`config.mk`:
```
export PLATFORM = sky130hd
export DESIGN_NAME = chunked_adder_flat
export DESIGN_NICKNAME = d
export VERILOG_FILES = /design/src/rtl/chunked_adder_if.sv /design/src/rtl/chunked_adder.sv /design/src/flat_wrapper.sv
export SDC_FILE = /design/constraint.sdc
export NUM_CORES = 1
export LEC_CHECK = 0
export BUFFER_PORTS_ARGS = -buffer_cell sky130_fd_sc_hd__buf_4
export CAP_MARGIN = 20
export CELL_PAD_IN_SITES_DETAIL_PLACEMENT = 0
export CELL_PAD_IN_SITES_GLOBAL_PLACEMENT = 2
export CORE_MARGIN = 2
export CORE_UTILIZATION = 31
export CTS_BUF_LIST = sky130_fd_sc_hd__clkbuf_16
export DETAILED_ROUTE_END_ITERATION = 12
export PLACE_DENSITY = 0.82
export RECOVER_POWER = 50
export SYNTH_ARGS = -nofsm -noshare
export SYNTH_HDL_FRONTEND = slang
export SYNTH_SLANG_ARGS = --single-unit
```
`constraint.sdc`:
```
create_clock -name clk -period 2.8 [get_ports clk]
set_input_delay 0.14 -clock clk [delete_from_list [all_inputs] [get_ports clk]]
set_output_delay 0.14 -clock clk [all_outputs]
set_load 0.02 [all_outputs]
```
`src/rtl/chunked_adder_if.sv`:
```
// Operand/result handshake bundle for chunked_adder.
// Optional flag signals (zero/neg/ovf) exist only when CHUNKED_ADDER_FLAGS_EN is defined.
interface chunked_adder_if #(
  parameter int WIDTH = 16
);
  logic             in_valid;
  logic             in_ready;
  logic [WIDTH-1:0] a;
  logic [WIDTH-1:0] b;
  logic             cin;
  logic             sub;
  logic             out_valid;
  logic             out_ready;
  logic [WIDTH-1:0] z;
  logic             cout;
`ifdef CHUNKED_ADDER_FLAGS_EN
  logic             zero;
  logic             neg;
  logic             ovf;
`endif

  // Adder side: consumes operands, produces the result.
  modport slave (
    input  in_valid, a, b, cin, sub, out_ready,
`ifdef CHUNKED_ADDER_FLAGS_EN
    output zero, neg, ovf,
`endif
    output in_ready, out_valid, z, cout
  );

  // Producer/consumer side.
  modport master (
    output in_valid, a, b, cin, sub, out_ready,
`ifdef CHUNKED_ADDER_FLAGS_EN
    input  zero, neg, ovf,
`endif
    input  in_ready, out_valid, z, cout
  );
endinterface

```
`src/rtl/chunked_adder.sv`:
```
// chunked_adder: multi-cycle a+b+cin / a-b adder, CHUNK bits per clock, LSB slice first.
// Optional build macro CHUNKED_ADDER_FLAGS_EN adds zero/neg/ovf result flags.
//
// state  | meaning
// -------+-------------------------------------------------------------
// IDLE   | ready for operands (in_ready=1 once reset is released)
// CALC   | adding slice k each cycle, carry held between slices
// DONE   | result valid, held until out_ready
module chunked_adder #(
  parameter int WIDTH = 16,
  parameter int CHUNK = 4
) (
  input logic            clk,
  input logic            rst,
  chunked_adder_if.slave bus
);

  localparam int N  = WIDTH / CHUNK;
  localparam int KW = (N > 1) ? $clog2(N) : 1;

  typedef enum logic [1:0] {
    S_IDLE = 2'd0,
    S_CALC = 2'd1,
    S_DONE = 2'd2
  } state_t;

  state_t           state_q, state_d;
  logic [KW-1:0]    k_q, k_d;
  logic [WIDTH-1:0] a_q, a_d;
  logic [WIDTH-1:0] b_q, b_d;
  logic [WIDTH-1:0] z_q, z_d;
  logic             carry_q, carry_d;
  logic             cout_q, cout_d;
`ifdef CHUNKED_ADDER_FLAGS_EN
  logic             zero_q, zero_d;
  logic             neg_q, neg_d;
  logic             ovf_q, ovf_d;
`endif

  logic [CHUNK-1:0] a_sl;
  logic [CHUNK-1:0] b_sl;
  logic [CHUNK:0]   slice_sum;
  logic             last_slice;

  // Select slice k of the latched operands and add it with the running carry.
  always_comb begin
    a_sl = '0;
    b_sl = '0;
    for (int i = 0; i < N; i++) begin
      if (k_q == KW'(i)) begin
        a_sl = a_q[i*CHUNK +: CHUNK];
        b_sl = b_q[i*CHUNK +: CHUNK];
      end
    end
    slice_sum  = {1'b0, a_sl} + {1'b0, b_sl} + {{CHUNK{1'b0}}, carry_q};
    last_slice = (k_q == KW'(N - 1));
  end

  // Next-state and datapath updates; everything holds unless the state says otherwise.
  always_comb begin
    state_d = state_q;
    k_d     = k_q;
    a_d     = a_q;
    b_d     = b_q;
    z_d     = z_q;
    carry_d = carry_q;
    cout_d  = cout_q;
`ifdef CHUNKED_ADDER_FLAGS_EN
    zero_d  = zero_q;
    neg_d   = neg_q;
    ovf_d   = ovf_q;
`endif
    case (state_q)
      S_IDLE: begin
        if (bus.in_valid) begin
          a_d     = bus.a;
          // Subtraction is a + ~b + 1, so the inversion happens once at accept.
          b_d     = bus.sub ? ~bus.b : bus.b;
          carry_d = bus.sub | bus.cin;
          k_d     = '0;
          state_d = S_CALC;
        end
      end
      S_CALC: begin
        for (int i = 0; i < N; i++) begin
          if (k_q == KW'(i)) begin
            z_d[i*CHUNK +: CHUNK] = slice_sum[CHUNK-1:0];
          end
        end
        carry_d = slice_sum[CHUNK];
        k_d     = k_q + 1'b1;
        if (last_slice) begin
          cout_d  = slice_sum[CHUNK];
          state_d = S_DONE;
`ifdef CHUNKED_ADDER_FLAGS_EN
          zero_d  = (z_d == '0);
          neg_d   = z_d[WIDTH-1];
          // Carry into the MSB is recovered from the MSB sum bit of the final slice.
          ovf_d   = (a_sl[CHUNK-1] ^ b_sl[CHUNK-1] ^ slice_sum[CHUNK-1]) ^ slice_sum[CHUNK];
`endif
        end
      end
      S_DONE: begin
        if (bus.out_ready) begin
          state_d = S_IDLE;
        end
      end
      default: begin
        state_d = S_IDLE;
      end
    endcase
  end

  // State and datapath registers with synchronous reset.
  always_ff @(posedge clk) begin
    if (rst) begin
      state_q <= S_IDLE;
      k_q     <= '0;
      a_q     <= '0;
      b_q     <= '0;
      z_q     <= '0;
      carry_q <= 1'b0;
      cout_q  <= 1'b0;
`ifdef CHUNKED_ADDER_FLAGS_EN
      zero_q  <= 1'b0;
      neg_q   <= 1'b0;
      ovf_q   <= 1'b0;
`endif
    end else begin
      state_q <= state_d;
      k_q     <= k_d;
      a_q     <= a_d;
      b_q     <= b_d;
      z_q     <= z_d;
      carry_q <= carry_d;
      cout_q  <= cout_d;
`ifdef CHUNKED_ADDER_FLAGS_EN
      zero_q  <= zero_d;
      neg_q   <= neg_d;
      ovf_q   <= ovf_d;
`endif
    end
  end

  // in_ready is held low while reset is asserted so nothing is accepted during reset.
  assign bus.in_ready  = (state_q == S_IDLE) && !rst;
  assign bus.out_valid = (state_q == S_DONE);
  assign bus.z         = z_q;
  assign bus.cout      = cout_q;
`ifdef CHUNKED_ADDER_FLAGS_EN
  assign bus.zero      = zero_q;
  assign bus.neg       = neg_q;
  assign bus.ovf       = ovf_q;
`endif

endmodule

```
`src/flat_wrapper.sv`:
```
// flat-port wrapper written by rule: the top's interface ports become plain ports
module chunked_adder_flat 
#(
  parameter int WIDTH = 16,
  parameter int CHUNK = 4
)
  (clk, rst, bus_in_valid, bus_a, bus_b, bus_cin, bus_sub, bus_out_ready, bus_in_ready, bus_out_valid, bus_z, bus_cout);
  chunked_adder_if #(.WIDTH(WIDTH)) bus_i ();
  input logic clk;
  input logic rst;
  input wire logic [$bits(bus_i.in_valid)-1:0] bus_in_valid;
  input wire logic [$bits(bus_i.a)-1:0] bus_a;
  input wire logic [$bits(bus_i.b)-1:0] bus_b;
  input wire logic [$bits(bus_i.cin)-1:0] bus_cin;
  input wire logic [$bits(bus_i.sub)-1:0] bus_sub;
  input wire logic [$bits(bus_i.out_ready)-1:0] bus_out_ready;
  output wire logic [$bits(bus_i.in_ready)-1:0] bus_in_ready;
  output wire logic [$bits(bus_i.out_valid)-1:0] bus_out_valid;
  output wire logic [$bits(bus_i.z)-1:0] bus_z;
  output wire logic [$bits(bus_i.cout)-1:0] bus_cout;
  assign bus_i.in_valid = bus_in_valid;
  assign bus_i.a = bus_a;
  assign bus_i.b = bus_b;
  assign bus_i.cin = bus_cin;
  assign bus_i.sub = bus_sub;
  assign bus_i.out_ready = bus_out_ready;
  assign bus_in_ready = bus_i.in_ready;
  assign bus_out_valid = bus_i.out_valid;
  assign bus_z = bus_i.z;
  assign bus_cout = bus_i.cout;
  chunked_adder #(.WIDTH(WIDTH), .CHUNK(CHUNK)) u_core (.clk(clk), .rst(rst), .bus(bus_i));
endmodule
```
Word-level counts from Yosys, hierarchy flattened. Index checks and enable logic that the tools add are counted.

Output and inout port bits: 19. Word-level logic and storage cells: 52. Bits of input ports: 38. Register bits after elaboration: 54.

Multiplexer cells: 17. Add/sub/neg operators: 3. Reductions and logical operators: 12. Equality and inequality tests: 8. Bitwise logic cells: 2.

Operators with widths (number): $mux W4 (8); $mux W16 (1); $not A16 Y16 (1); $reduce_and A2 Y1 (6); $mux W2 (4); $eq A2 B2 Y1 const B (3); $pmux W2 S3 (1); $add A4 B4 Y5 (1); $add A5 B1 Y5 (1); $eq A2 B1 Y1 const B (2); $logic_not A2 Y1 (2); $ne A2 B2 Y1 const B (2); $pmux W2 S2 (1); $reduce_and A3 Y1 (1); $add A2 B1 Y2 const B (1); $ne A2 B1 Y1 const B (1); $pmux W1 S2 (1); $reduce_bool A2 Y1 (1); $logic_and A1 B1 Y1 (1); $logic_not A1 Y1 (1); $mux W1 (1); $or A1 B1 Y1 (1).

Longest topological paths before layout.
Depth in word-level cells: 8. Gate-level depth with buffers: 13. Gate-level depth less buffers: 11.

Worst setup path before layout. Ideal clock, no wire load.

Path kind: reg2reg. Start point: register u_core.k_q[0]. End point: register u_core.carry_q. Clock period less this slack: 2.495 ns. Path buffers: 2. Library setup time: 0.133 ns. Required time: 2.667 ns. Setup slack: 0.305 ns. Data arrival time: 2.363 ns. Stages on the path, launching flop included: 14. Cell sequence: dfxtp_1 inv_1 ha_1 clkbuf_1 clkbuf_1 a21oi_1 o21ai_0 a22oi_1 fa_1 inv_1 fa_1 and3_1 o21ai_0 a31oi_1.

Word-level cells in the longest chain between the ends: 8. Elaborated cells between the ends (all ways): 15.

RTL lines: from (decl) (RTL line chunked_adder.sv:28) `logic [KW-1:0] k_q, k_d;`; from (signal assigned) (RTL line chunked_adder.sv:131) `k_q <= k_d;`; $logic_not A2 Y1 (RTL line chunked_adder.sv:50) `if (k_q == KW'(i)) begin`; $mux W4 (4 in series) (RTL line chunked_adder.sv:50); $add A4 B4 Y5 * (RTL line chunked_adder.sv:55) `slice_sum = {1'b0, a_sl} + {1'b0, b_sl} + {{CHUNK{1'b0}}, carry_q};`; $add A5 B1 Y5 * (RTL line chunked_adder.sv:55); $pmux W1 S2 * (RTL line chunked_adder.sv:73) `case (state_q)`; to (signal assigned) (RTL line chunked_adder.sv:135) `carry_q <= carry_d;`; to (decl) (RTL line chunked_adder.sv:32) `logic carry_q, carry_d;`.

Every way passes the cells marked *; elsewhere a longest branch is shown, timed or not. A chain may end at the register's enable or synchronous reset.

Worst setup path after layout.
Start point: register u_core.k_q[1]. End point: register u_core.z_q[6] (netlist: u_core.bus.z[6]).

Word-level cells in the longest chain between the ends: 7. Elaborated cells between the ends (all ways): 15.

RTL lines: $logic_not A2 Y1 (RTL line chunked_adder.sv:50); $mux W4 (4 in series) (RTL line chunked_adder.sv:50); $add A4 B4 Y5 (RTL line chunked_adder.sv:55); $add A5 B1 Y5 (RTL line chunked_adder.sv:55); to (signal assigned) (RTL line chunked_adder.sv:134) `z_q <= z_d;`; to (decl) (RTL line chunked_adder.sv:31) `logic [WIDTH-1:0] z_q, z_d;`.

Parallel ways exist; a longest one is shown, timed or not.

==> results.ini <==
[status]
status=complete, no violations

[timing]
finalHoldViolCount=0
slew_headroom=0.1889
finalSetupTns_ps=0
setup_violations=0
worst_slack_ps=336.0
rsz0062_at_grt=no
final.setup_skew_ps=6.818
post-route-period-util=0.8800
tightestPinTransition_ps=1217
fin_crit_ps=2464
slew_violations=0
clock.fmax_mhz=405.8

[power]
power.total_w=0.001834
powerDensity_nw_per_um2=574.0
p_leak_nw=1.214
ir_worst_vdd_mv=0.2473

[floorplan]
start_util=0.3204
die-area_um2=9245
ios=57
rows=33
die_w_um=96.15
die_y_um=96.15
placeableCoreArea_um2=8217

[clock_tree]
cts_inserted_buffers=5
cts_hold_buf=0
cts_max_level=2
root_buffer=clkbuf_16
clock_latency_ps=290
clockBufferDepth=2
cts_setup_buffers=0
numClockSinks=54
tritoncts=done
clk_pin_slew_worst_paths_ps=70

[synth]
muxShareOfSynthArea=0.02281
postSynthAreaPerCell_um2=8.331
ys_ff_latch=54
yosysTopAreaCell=dfxtp_1
synth_edf_count=0
synth_area_leaders=dfxtp_1, a21oi_1, nand2_1
syn-num-nets=363
syn_area_um2=2633
synthSimpleGateAreaFrac=0.1778
synth_top_family_by_area=compound AO/OA/AOI/OAI gates
synth_cell_type_count=36
synth_compound_area_frac=0.2134
ys_seq_area_frac=0.4106
synth_ff_type=dfxtp_1
synthArstFlopShare=0
yosys.area.top_type_share=0.4106
synthCells=316
synth_xor_area_frac=0.05656
ys_warn_count=0
synthAdderAreaFrac=0.04848

[placed_design]
placed_area_um2=3103
hpwl_mm=4.457
port-buffer-count=56
pre_cts_ws_ps=195.7
gp_congestion=0.7419

[drt]
drt_wl_total_mm=6.147
vias=2211
drt-initial-drc-count=80
ant_nets=0
viasPerCell=4.775
firstDrtPassIters=4
drc_errors=0
wl_per_cell_um=13.28

[global_route]
grt_pass1_wl_mm=9.956
grt_max_degree=58
grt-ovfl-total=0
grt_pass1_vias=2061
grt_use_total=0.1381
antenna_found_initial=0

[final_layout]
num_antenna_cells=0
area_growth_pct=21.39
final_cell_mix=dfxtp_1, nand2_1, buf_4
post-route-cell-area_um2=3196
layout-drive-gt1-share=0.1592
nets=404
layout_commonest_cell=dfxtp_1
final_util=0.3889
fillers=879

[critical_path]
critPathCaptureType=flop
cp_data_required_time_ps=2950
worstSetupStartpointType=flop
crit_type=reg -> reg
rr_startpoint=u_core.k_q[1]
critPathMaxFanout=17
crit_path_start=u_core.k_q[1]
cp.arrival_ps=2610

[worst_hold_path]
hp-class=in -> reg
min_from=bus_a[10]

[run]
max-cap-violations=0

metrics by stage:
step | instances | hold WS, ps
6_report | 463 | 88.47
5_1_grt | 463 | 89.47
4_1_cts | 463 | 87.84
3_5_place_dp | 455 | 398.9
3_3_place_gp | 455 | 391.8
2_1_floorplan | 316 | 276.0
area by class of cell:
class	count	area, um2	area share
clock buffers	5	125.1	0.03915
flip-flops and latches	54	1081	0.3383
inverters	14	52.55	0.01644
repair buffers	62	387.9	0.1214
clock inverters	3	40.04	0.01253
multi-input cells	220	1378	0.4311
well taps	105	131.4	0.04111
flip-flops by register name, summed over array words and instances, names as in the netlist:
| signal | count |
|---|---|
| u_core.bus.z | 16 |
| u_core.b_q | 16 |
| u_core.carry_q | 1 |
| u_core.state_q | 2 |
| u_core.a_q | 16 |
| u_core.bus.cout | 1 |
| u_core.k_q | 2 |
path summary, 6_finish.rpt:
path	to	slack [ps]	depth (start not counted)
hold reg to reg	u_core.a_q[13]	460	2
hold / removal	u_core.a_q[10]	90	3
setup reg to reg	u_core.bus.z[6]	340	10
setup / recovery	u_core.bus.z[6]	340	10
critical path: stages, from the launching register on:
cell and delay, ps:
dfxtp_1 380, inv_1 80, ha_2 270, a21oi_1 160
o21ai_0 90, a22oi_1 210, fa_1 240, inv_1 60
fa_1 390, xnor2_1 320, a211oi_1 130
timing repair:
item,in CTS,in global routing
endpoints found under the setup margin,0,8
hold endpoints to repair,0,0
resized for setup,0,2
power by group:
group          total, W  switching (W)  internal [W]  leakage (nW)
Combinational  0.000295       0.000164      0.000131         0.687
Sequential     0.000841      0.0000281      0.000813         0.443
Clock          0.000698       0.000279      0.000419        0.0836
Total           0.00183       0.000471       0.00136          1.21
synth_stat cells, drive strengths merged (5+ instances only):
library cell and number:
dfxtp 54, nand2 44, a21oi 36, nor2 33
a211oi 24, clkbuf 15, inv 14, buf 13
xnor2 13, o21ai 10, ha 7, a22o 6
mux2i 6, nand2b 5
cells by family after synthesis:
| kind of cell | count (synthesis) |
|---|---|
| simple gates | 102 |
| compound gates | 86 |
| flops | 54 |
| buf+inv | 42 |
| xor+xnor | 17 |
| fa+ha+maj | 9 |
| mux | 6 |
per-layer routing:
| layer | global-route usage | vias up | routed length [um] |
|---|---|---|---|
| met2 | 0.2130 | 49 | 2707 |
| met4 | 0.05476 | 0 | 85 |
| met3 | 0.03054 | 8 | 307 |
| met5 | 0 | - | 0 |
| li1 | - | 1162 | - |
| met1 | 0.1865 | 992 | 3046 |
Note: power is estimated with default switching activity, not from simulation.
